===== src/rtl/text_cursor_ctrl.sv =====
// Text-mode cursor controller: writes characters into a tile RAM, advances a wrapping cursor, and clears the screen.
// Requests take one cycle of latency; while a clear is running (busy=1) every request pulse is dropped.
module text_cursor_ctrl #(
  parameter int         COLS  = 80,
  parameter int         ROWS  = 30,
  parameter logic [6:0] BLANK = 7'h00
) (
  input  logic       clk,
  input  logic       reset,
  input  logic [2:0] btn_tick,
  input  logic [6:0] sw,
  output logic       we,
  output logic [6:0] addr_x,
  output logic [4:0] addr_y,
  output logic [6:0] din,
  output logic [6:0] cur_x,
  output logic [4:0] cur_y,
  output logic       busy
);

  localparam logic [6:0] X_MAX = 7'(COLS - 1);
  localparam logic [4:0] Y_MAX = 5'(ROWS - 1);

  typedef enum logic [1:0] {IDLE, WRITE, CLEAR} state_t;

  state_t     state_q, state_d;
  logic       we_d, busy_d;
  logic [6:0] addr_x_d, din_d, cur_x_d, adv_x;
  logic [4:0] addr_y_d, cur_y_d, adv_y;

  always_comb begin
    adv_x = cur_x + 7'd1;
    adv_y = cur_y;
    if (cur_x == X_MAX) begin
      adv_x = 7'd0;
      adv_y = (cur_y == Y_MAX) ? 5'd0 : cur_y + 5'd1;
    end
  end

  // The write address registers double as the clear scan counter.
  always_comb begin
    state_d  = state_q;
    we_d     = 1'b0;
    busy_d   = 1'b0;
    addr_x_d = addr_x;
    addr_y_d = addr_y;
    din_d    = din;
    cur_x_d  = cur_x;
    cur_y_d  = cur_y;
    case (state_q)
      IDLE: begin
        if (btn_tick[2]) begin
          state_d  = CLEAR;
          we_d     = 1'b1;
          busy_d   = 1'b1;
          addr_x_d = 7'd0;
          addr_y_d = 5'd0;
          din_d    = BLANK;
        end else if (btn_tick[0]) begin
          state_d  = WRITE;
          we_d     = 1'b1;
          addr_x_d = cur_x;
          addr_y_d = cur_y;
          din_d    = sw;
        end else if (btn_tick[1]) begin
          cur_x_d = adv_x;
          cur_y_d = adv_y;
        end
      end
      WRITE: begin
        // Cursor moves while we is high, so it is visible the cycle after the write.
        state_d = IDLE;
        cur_x_d = adv_x;
        cur_y_d = adv_y;
      end
      CLEAR: begin
        if (addr_x == X_MAX && addr_y == Y_MAX) begin
          state_d = IDLE;
          cur_x_d = 7'd0;
          cur_y_d = 5'd0;
        end else begin
          we_d   = 1'b1;
          busy_d = 1'b1;
          if (addr_x == X_MAX) begin
            addr_x_d = 7'd0;
            addr_y_d = addr_y + 5'd1;
          end else begin
            addr_x_d = addr_x + 7'd1;
          end
        end
      end
      default: state_d = IDLE;
    endcase
  end

  always_ff @(posedge clk or negedge reset) begin
    if (!reset) begin
      state_q <= IDLE;
      we      <= 1'b0;
      busy    <= 1'b0;
      addr_x  <= 7'd0;
      addr_y  <= 5'd0;
      din     <= 7'd0;
      cur_x   <= 7'd0;
      cur_y   <= 5'd0;
    end else begin
      state_q <= state_d;
      we      <= we_d;
      busy    <= busy_d;
      addr_x  <= addr_x_d;
      addr_y  <= addr_y_d;
      din     <= din_d;
      cur_x   <= cur_x_d;
      cur_y   <= cur_y_d;
    end
  end

endmodule


===== config.mk =====
export PLATFORM = sky130hd
export DESIGN_NAME = text_cursor_ctrl
export DESIGN_NICKNAME = d
export VERILOG_FILES = /design/src/rtl/text_cursor_ctrl.sv
export SDC_FILE = /design/constraint.sdc
export NUM_CORES = 1
export LEC_CHECK = 0
export ABC_AREA = 1
export CAP_MARGIN = 20
export CORE_UTILIZATION = 52
export CTS_BUF_LIST = sky130_fd_sc_hd__clkbuf_2
export DETAILED_ROUTE_END_ITERATION = 6
export PLACE_DENSITY = 0.8
export SLEW_MARGIN = 20
export SYNTH_ARGS = -nofsm -noshare
export SYNTH_HDL_FRONTEND = slang
export SYNTH_SLANG_ARGS = --single-unit

===== constraint.sdc =====
create_clock -name clk -period 1.6 [get_ports clk]
set_input_delay 0.32 -clock clk [delete_from_list [all_inputs] [get_ports clk]]
set_output_delay 0.32 -clock clk [all_outputs]
set_load 0.05 [all_outputs]

==> flow_summary_export.csv, run 1 <==
group,metric,value,unit
cts,htree_levels,2,
floorplanning,dieArea,0.004258,sq mm
logic_synthesis,ys_seq_elements,35,
worst_setup_path,startpoint,"addr_y[1]",
worst_setup_path,crit_path_end_kind,"flip-flop",
timing,grt_setup_unrepaired,"true",
floorplanning,start_util,55.58,%
floorplanning,ioPinCount,45,
cts,root_buffer,"clkbuf_2",
routing,drc,0,
worst_setup_path,cp.arrival,1.89,ns
global_route,grt-ovfl-total,0,
global_route,grt_pass1_wl,9190,um
cts,cts-hold-fix-buffers,0,
worst_setup_path,critPathSlowestCell,"dfrtp_2",
floorplanning,core_area,0.003744,sq mm
routing,firstDrtPassIters,5,
routing,drtIter0Drc,245,
worst_setup_path,r2r_cells,9,
worst_setup_path,path_max_fanout,6,
timing,setup_ws,0.01090,ns
placement,gp_congestion,0.9220,
placement,portBuffers,44,
global_route,grt_pass1_vias,2054,
worst_setup_path,r2r_setup_slack,0.01,ns
floorplanning,die_h,65.26,um
worst_setup_path,reg2reg_from,"addr_y[1]",
timing,setup_tns,0,ns
logic_synthesis,syn_inst,263,
routing,via_per_inst,5.631,
finish,nNetsFinal,354,
timing,fmax,0.6293,GHz
worst_setup_path,max_stage_delay,0.44,ns
worst_setup_path,path_cells,"inv_2 -> ha_4 -> nand2_2 -> nor2_4 -> nand3_4 -> nand2_4 -> nand2_4 -> buf_4 -> buf_4",
floorplanning,die_x,65.26,um
cts,clkTransAtPathRegs,0.19,ns
run,drv_cap,0,
routing,ant_nets,0,
timing,finalSetupViolCount,0,
finish,postLayoutCellArea,0.003112,sq mm
worst_setup_path,r2r-end,"busy",
placement,placed_cell_area,0.002987,sq mm
logic_synthesis,synth_top_area_cell,"dfrtp_1",
timing,max_slew_margin,76.41,%
power,powerDensity,1870,mW/mm^2
logic_synthesis,postSynthAreaPerCell,7.912,sq um
finish,nFillCells,235,
logic_synthesis,synth_area,0.002081,sq mm
timing,maxSlewViolCount,0,
worst_setup_path,cp-start-kind,"flip-flop",
routing,routed_wl,5796,um
timing,min_period_over_period,99.32,%
logic_synthesis,synthTopCellsByArea,"dfrtp_1, nand2_1, nand3_1",
cts,cts_tree,"yes",
routing,vias,2168,
timing,clock_skew,0.02099,ns
worst_setup_path,path_class,"reg -> reg",
logic_synthesis,synth-seq-area-share,42.09,%
floorplanning,row_count,22,
placement,dp_hpwl,4039,um
finish,syn2layout_area_growth,49.55,%
logic_synthesis,ys_warn_count,0,
outcome,status,"finished clean",
logic_synthesis,synth_top_area_share,42.09,%
global_route,antenna_found_initial,0,
global_route,grt_usage,28.15,%
cts,cts_buffer_depth,2,
power,vdd_drop_max,0.001287,V
logic_synthesis,syn_nets,281,
global_route,grt_max_degree,36,
finish,antenna_cells,0,
hold_path,hold_class,"in -> async",
logic_synthesis,synth_cell_types,29,
cts,clock_latency,0.40,ns
finish,drive_gt1_share,35.01,%
cts,cts_sinks,35,
timing,finalHoldViolCount,0,
timing,tightest_slew,0.3530,ns
worst_setup_path,cp.required,1.90,ns
placement,pre_cts_ws,-0.06789,ns
cts,cts_buffers,5,
worst_setup_path,crit_end,"busy",
power,p_leak,1.373,nW
routing,drt-wirelength-per-cell,15.05,um
timing,layout_min_cycle_time,1.589,ns
-- routing by layer --
metal / track usage, % / vias up / wire length (um)
met5: 0 / - / 0
met4: 11.14 / 0 / 144
met3: 6.771 / 21 / 362
met2: 47.16 / 90 / 2886
met1: 34.72 / 1038 / 2402
li1: - / 1019 / -
-- registers in the layout, indices dropped and copies added, names as in the netlist --
name,count
state_q,2
addr_x,7
addr_y,5
we,1
cur_x,7
cur_y,5
din,7
busy,1
-- cells by family (layout without fill, tap and decap cells) --
family	Yosys count	count (layout)	share of synthesized area [%]
and+or+nand+nor	136	137	29.82
AOI/OAI and AO/OA	51	52	15.88
DFF	35	35	42.09
buffers and inverters	29	101	6.073
adders and majority gates	6	6	3.608
xor gates and xnor gates	6	6	2.526
-- worst min path at each step --
| stage | startpoint | slack, ns | to | depth (start not counted) |
|---|---|---|---|---|
| floorplan | reset | 0.02 | addr_x[0] | 0 |
| global placement | din[3] | 0.50 | din[3] | 2 |
| detailed placement | din[1] | 0.50 | din[1] | 2 |
| CTS | reset | 0.27 | we | 2 |
| global route | reset | 0.26 | cur_x[2] | 2 |
| finish | reset | 0.27 | addr_x[6] | 2 |
-- critical path: cells and delay by family (launching register included) --
family | cells | cell delay (ns)
simple gates | 5 | 0.60
flops | 1 | 0.44
buf+inv | 3 | 0.33
fa+ha+maj | 1 | 0.12
-- power breakdown --
part / internal [mW] / switching, mW / total, mW
Sequential: 1.20 / 0.360 / 1.56
Clock: 0.119 / 0.316 / 0.435
Combinational: 1.51 / 2.32 / 3.82
-- area by class of cell --
class	count	area (sq um)	area share (%)
Clock buffer	7	35.03	1.126
Clock inverter	1	5.005	0.1608
Inverter	26	100.1	3.217
Multi-Input combinational cell	201	1174	37.72
Sequential cell	35	894.6	28.75
Tap cell	48	60.06	1.930
Timing Repair Buffer	67	843.3	27.10
-- synthesized netlist by cell type --
| master | number |
|---|---|
| a21boi_2 | 1 |
| a21oi_1 | 5 |
| a21oi_4 | 1 |
| a22oi_1 | 1 |
| buf_6 | 2 |
| clkbuf_1 | 1 |
| dfrtp_1 | 35 |
| ha_1 | 6 |
| inv_1 | 23 |
| inv_2 | 2 |
| inv_4 | 1 |
| nand2_1 | 71 |
| nand2_2 | 2 |
| nand2_4 | 1 |
| nand3_1 | 30 |
| nand3_2 | 1 |
| nand3_4 | 2 |
| nand4_1 | 3 |
| nor2_1 | 20 |
| nor2_2 | 4 |
| nor2_4 | 1 |
| nor3_1 | 1 |
| o21ai_0 | 23 |
| o21ai_1 | 2 |
| o21ai_2 | 9 |
| o21bai_1 | 8 |
| o22ai_1 | 1 |
| xnor2_1 | 2 |
| xor2_1 | 4 |
-- placed cells by master (no fill, tap or decap), drive strengths merged --
| cell | instances |
|---|---|
| a21boi | 1 |
| a21oi | 7 |
| a22oi | 1 |
| buf | 56 |
| clkbuf | 7 |
| clkdlybuf4s50 | 11 |
| clkinv | 1 |
| dfrtp | 35 |
| ha | 6 |
| inv | 26 |
| nand2 | 74 |
| nand3 | 34 |
| nand4 | 3 |
| nor2 | 25 |
| nor3 | 1 |
| o21ai | 34 |
| o21bai | 8 |
| o22ai | 1 |
| xnor2 | 2 |
| xor2 | 4 |
-- metrics by stage --
stage | utilization (%) | hold slack, ns | power (mW) | instances
finish | 83.12 | 0.2681 | 5.818 | 385
global route | 83.12 | 0.2606 | 6.131 | 385
CTS | 80.85 | 0.2697 | 5.598 | 381
detailed placement | 79.78 | 0.5037 | 5.172 | 373
global placement | 79.78 | 0.4951 | 5.090 | 373
floorplan | - | 0.02441 | 3.633 | 263
-- timing repair --
action / in CTS / in global routing
setup endpoints to repair: 0 / 23
setup buffers: 0 / 2
resized for setup: 0 / 12
No activity file was read; power rests on OpenSTA's default activity.
==> run 2: changes to the inputs <==
--- a/config.mk
+++ b/config.mk
@@ -7,10 +7,11 @@
 export LEC_CHECK = 0
 export ABC_AREA = 1
 export CAP_MARGIN = 20
+export CORE_ASPECT_RATIO = 0.6
 export CORE_UTILIZATION = 52
 export CTS_BUF_LIST = sky130_fd_sc_hd__clkbuf_2
 export DETAILED_ROUTE_END_ITERATION = 6
-export PLACE_DENSITY = 0.8
+export PLACE_DENSITY_LB_ADDON = 0.12
 export SLEW_MARGIN = 20
 export SYNTH_ARGS = -nofsm -noshare
 export SYNTH_HDL_FRONTEND = slang
==> run 2 against run 1 <==
The run now ends with negative setup slack left. Design area unchanged. First-iteration DRC count is 29% lower. Combinational power grew 1%. Final cell count fell by 0.26%. Register-to-register slack about the same. Clock skew down 0.012 ns. Sequential share of layout area unchanged. Clock power shrank 6.2%. Highest routed layer unchanged.
==> flow_summary_export.csv, run 2 (same netlist as run 1, synthesis figures left out) <==
group,metric,value,unit
finish,nNetsFinal,354,
finish,reg_top3,"addr_x: 7 flops, cur_x: 7 flops, din: 7 flops",
finish,nFillCells,228,
global_route,grt-ovfl-total,0,
cts,cts_buffers,5,
global_route,gr-usage-met1,40.97,%
routing,ant_nets,0,
routing,firstDrtPassIters,4,
routing,via_per_inst,5.443,
timing,grt_setup_unrepaired,"true",
timing,tightest_slew,0.3195,ns
global_route,antenna_found_initial,0,
worst_setup_path,path_class,"reg -> reg",
floorplanning,die_h,51,um
timing,min_period_over_period,100.1,%
cts,cts_tree,"yes",
floorplanning,die_x,83.67,um
global_route,grt_max_degree,36,
floorplanning,start_util,55.58,%
worst_setup_path,max_stage_delay,0.45,ns
power,p_leak,1.389,nW
cts,root_buffer,"clkbuf_2",
worst_setup_path,path_max_fanout,7,
power,finalPower,5.805,mW
floorplanning,core_area,0.003744,sq mm
timing,layout_min_cycle_time,1.601,ns
outcome,status,"finished, violations left",
cts,clkTransAtPathRegs,0.17,ns
worst_setup_path,path_cells,"inv_2 -> ha_4 -> nand2_4 -> nor2_4 -> nand3_4 -> a21oi_4 -> buf_4 -> nand2_1 -> nand2_1",
finish,layout_common_cells,"nand2_1, buf_4, nand3_1, buf_12",
global_route,grt_pass1_wl,9556,um
cts,htree_levels,2,
global_route,grt_pass1_vias,2029,
worst_setup_path,cp_common_cell,"nand2_1",
floorplanning,dieArea,0.004267,sq mm
timing,fmax,0.6246,GHz
power,powerDensity,1866,mW/mm^2
finish,layout_commonest_cell,"nand2_1",
routing,drtIter0Drc,175,
timing,max_slew_margin,78.56,%
global_route,grt_usage,28.73,%
floorplanning,ioPinCount,45,
finish,antenna_cells,0,
timing,clock_skew,0.009101,ns
cts,clock_latency,0.36,ns
global_route,met2_usage,45.39,%
cts,cts_buffer_depth,2,
run,drv_cap,0,
timing,maxSlewViolCount,0,
routing,drc,0,
finish,utilization,83.12,%
timing,finalHoldViolCount,0,
placement,gp_congestion,0.8393,
finish,syn2layout_area_growth,49.55,%
worst_setup_path,critPathSlowestCell,"dfrtp_2",
outcome,violations,"negative setup slack",
finish,drive_gt1_share,35.91,%
placement,portBuffers,44,
timing,finalSetupViolCount,1,
power,vdd_drop_max,0.001388,V
hold_path,hold_class,"in -> async",
timing,setup_ws,-0.0009071,ns
routing,routed_wl,5521,um
worst_setup_path,cp.required,1.92,ns
worst_setup_path,cp.arrival,1.92,ns
global_route,busiest_layer,"met2",
timing,whs,0.2912,ns
global_route,grtUsageMet3,5.816,%
routing,vias,2090,
cts,cts-hold-fix-buffers,0,
routing,drt-wirelength-per-cell,14.38,um
floorplanning,row_count,17,
worst_setup_path,crit_path_end_kind,"flip-flop",
placement,dp_hpwl,4350,um
cts,cts_sinks,35,
worst_setup_path,cp-start-kind,"flip-flop",
placement,pre_cts_ws,-0.08139,ns
timing,setup_tns,-0.0009071,ns
run 2: repair_timing:
action,in CTS,in global routing
setup buffers,0,0
gates resized for setup,0,15
endpoints found under the setup margin,0,19
run 2: layout make-up:
cell class | count | area (sq um) | share of cell area, %
Clock buffer | 7 | 35.03 | 1.126
Clock inverter | 1 | 5.005 | 0.1608
Inverter | 26 | 100.1 | 3.217
Multi-Input combinational cell | 199 | 1156 | 37.15
Sequential cell | 35 | 894.6 | 28.75
Tap cell | 47 | 58.81 | 1.890
Timing Repair Buffer | 69 | 862.1 | 27.70
run 2: power breakdown:
group / internal (mW) / switching (mW)
sequential: 1.20 / 0.338
combinational: 1.56 / 2.30
clock: 0.120 / 0.288
run 2: routing by layer:
| layer | wire, um | vias up | share of wire (%) |
|---|---|---|---|
| met1 | 2602 | 984 | 47 |
| met2 | 2516 | 81 | 46 |
| met3 | 363 | 7 | 6.6 |
| met4 | 38 | 0 | 0.69 |
| li1 | - | 1018 | - |
| met5 | 0 | - | 0 |
run 2: final timing paths:
kind | slack [ns] | to | cells after the start | startpoint
worst max-delay path | -0.0009 | addr_x[2] | 9 | addr_y[1]
worst min-delay path | 0.29 | addr_x[3] | 2 | reset
worst max register to register | -0.0009 | addr_x[2] | 9 | addr_y[1]
worst min register to register | 0.53 | din[3] | 2 | din[3]
max in group asynchronous | 1.10 | cur_x[2] | 2 | reset
min in group clk | 0.48 | din[0] | 3 | sw[0]
run 2: through the flow:
step	std cells	instance area [sq um]
final	384	3112
after global routing	384	3112
after CTS	384	3055
after detailed placement	376	3015
after global placement	376	3015
after floorplan	263	2125
run 2: critical path, delay by kind of cell, from the launching register on:
kind | cells | cell delay [ns]
flops | 1 | 0.45
simple gates | 5 | 0.42
compound gates | 1 | 0.32
buf+inv | 2 | 0.23
fa+ha+maj | 1 | 0.13
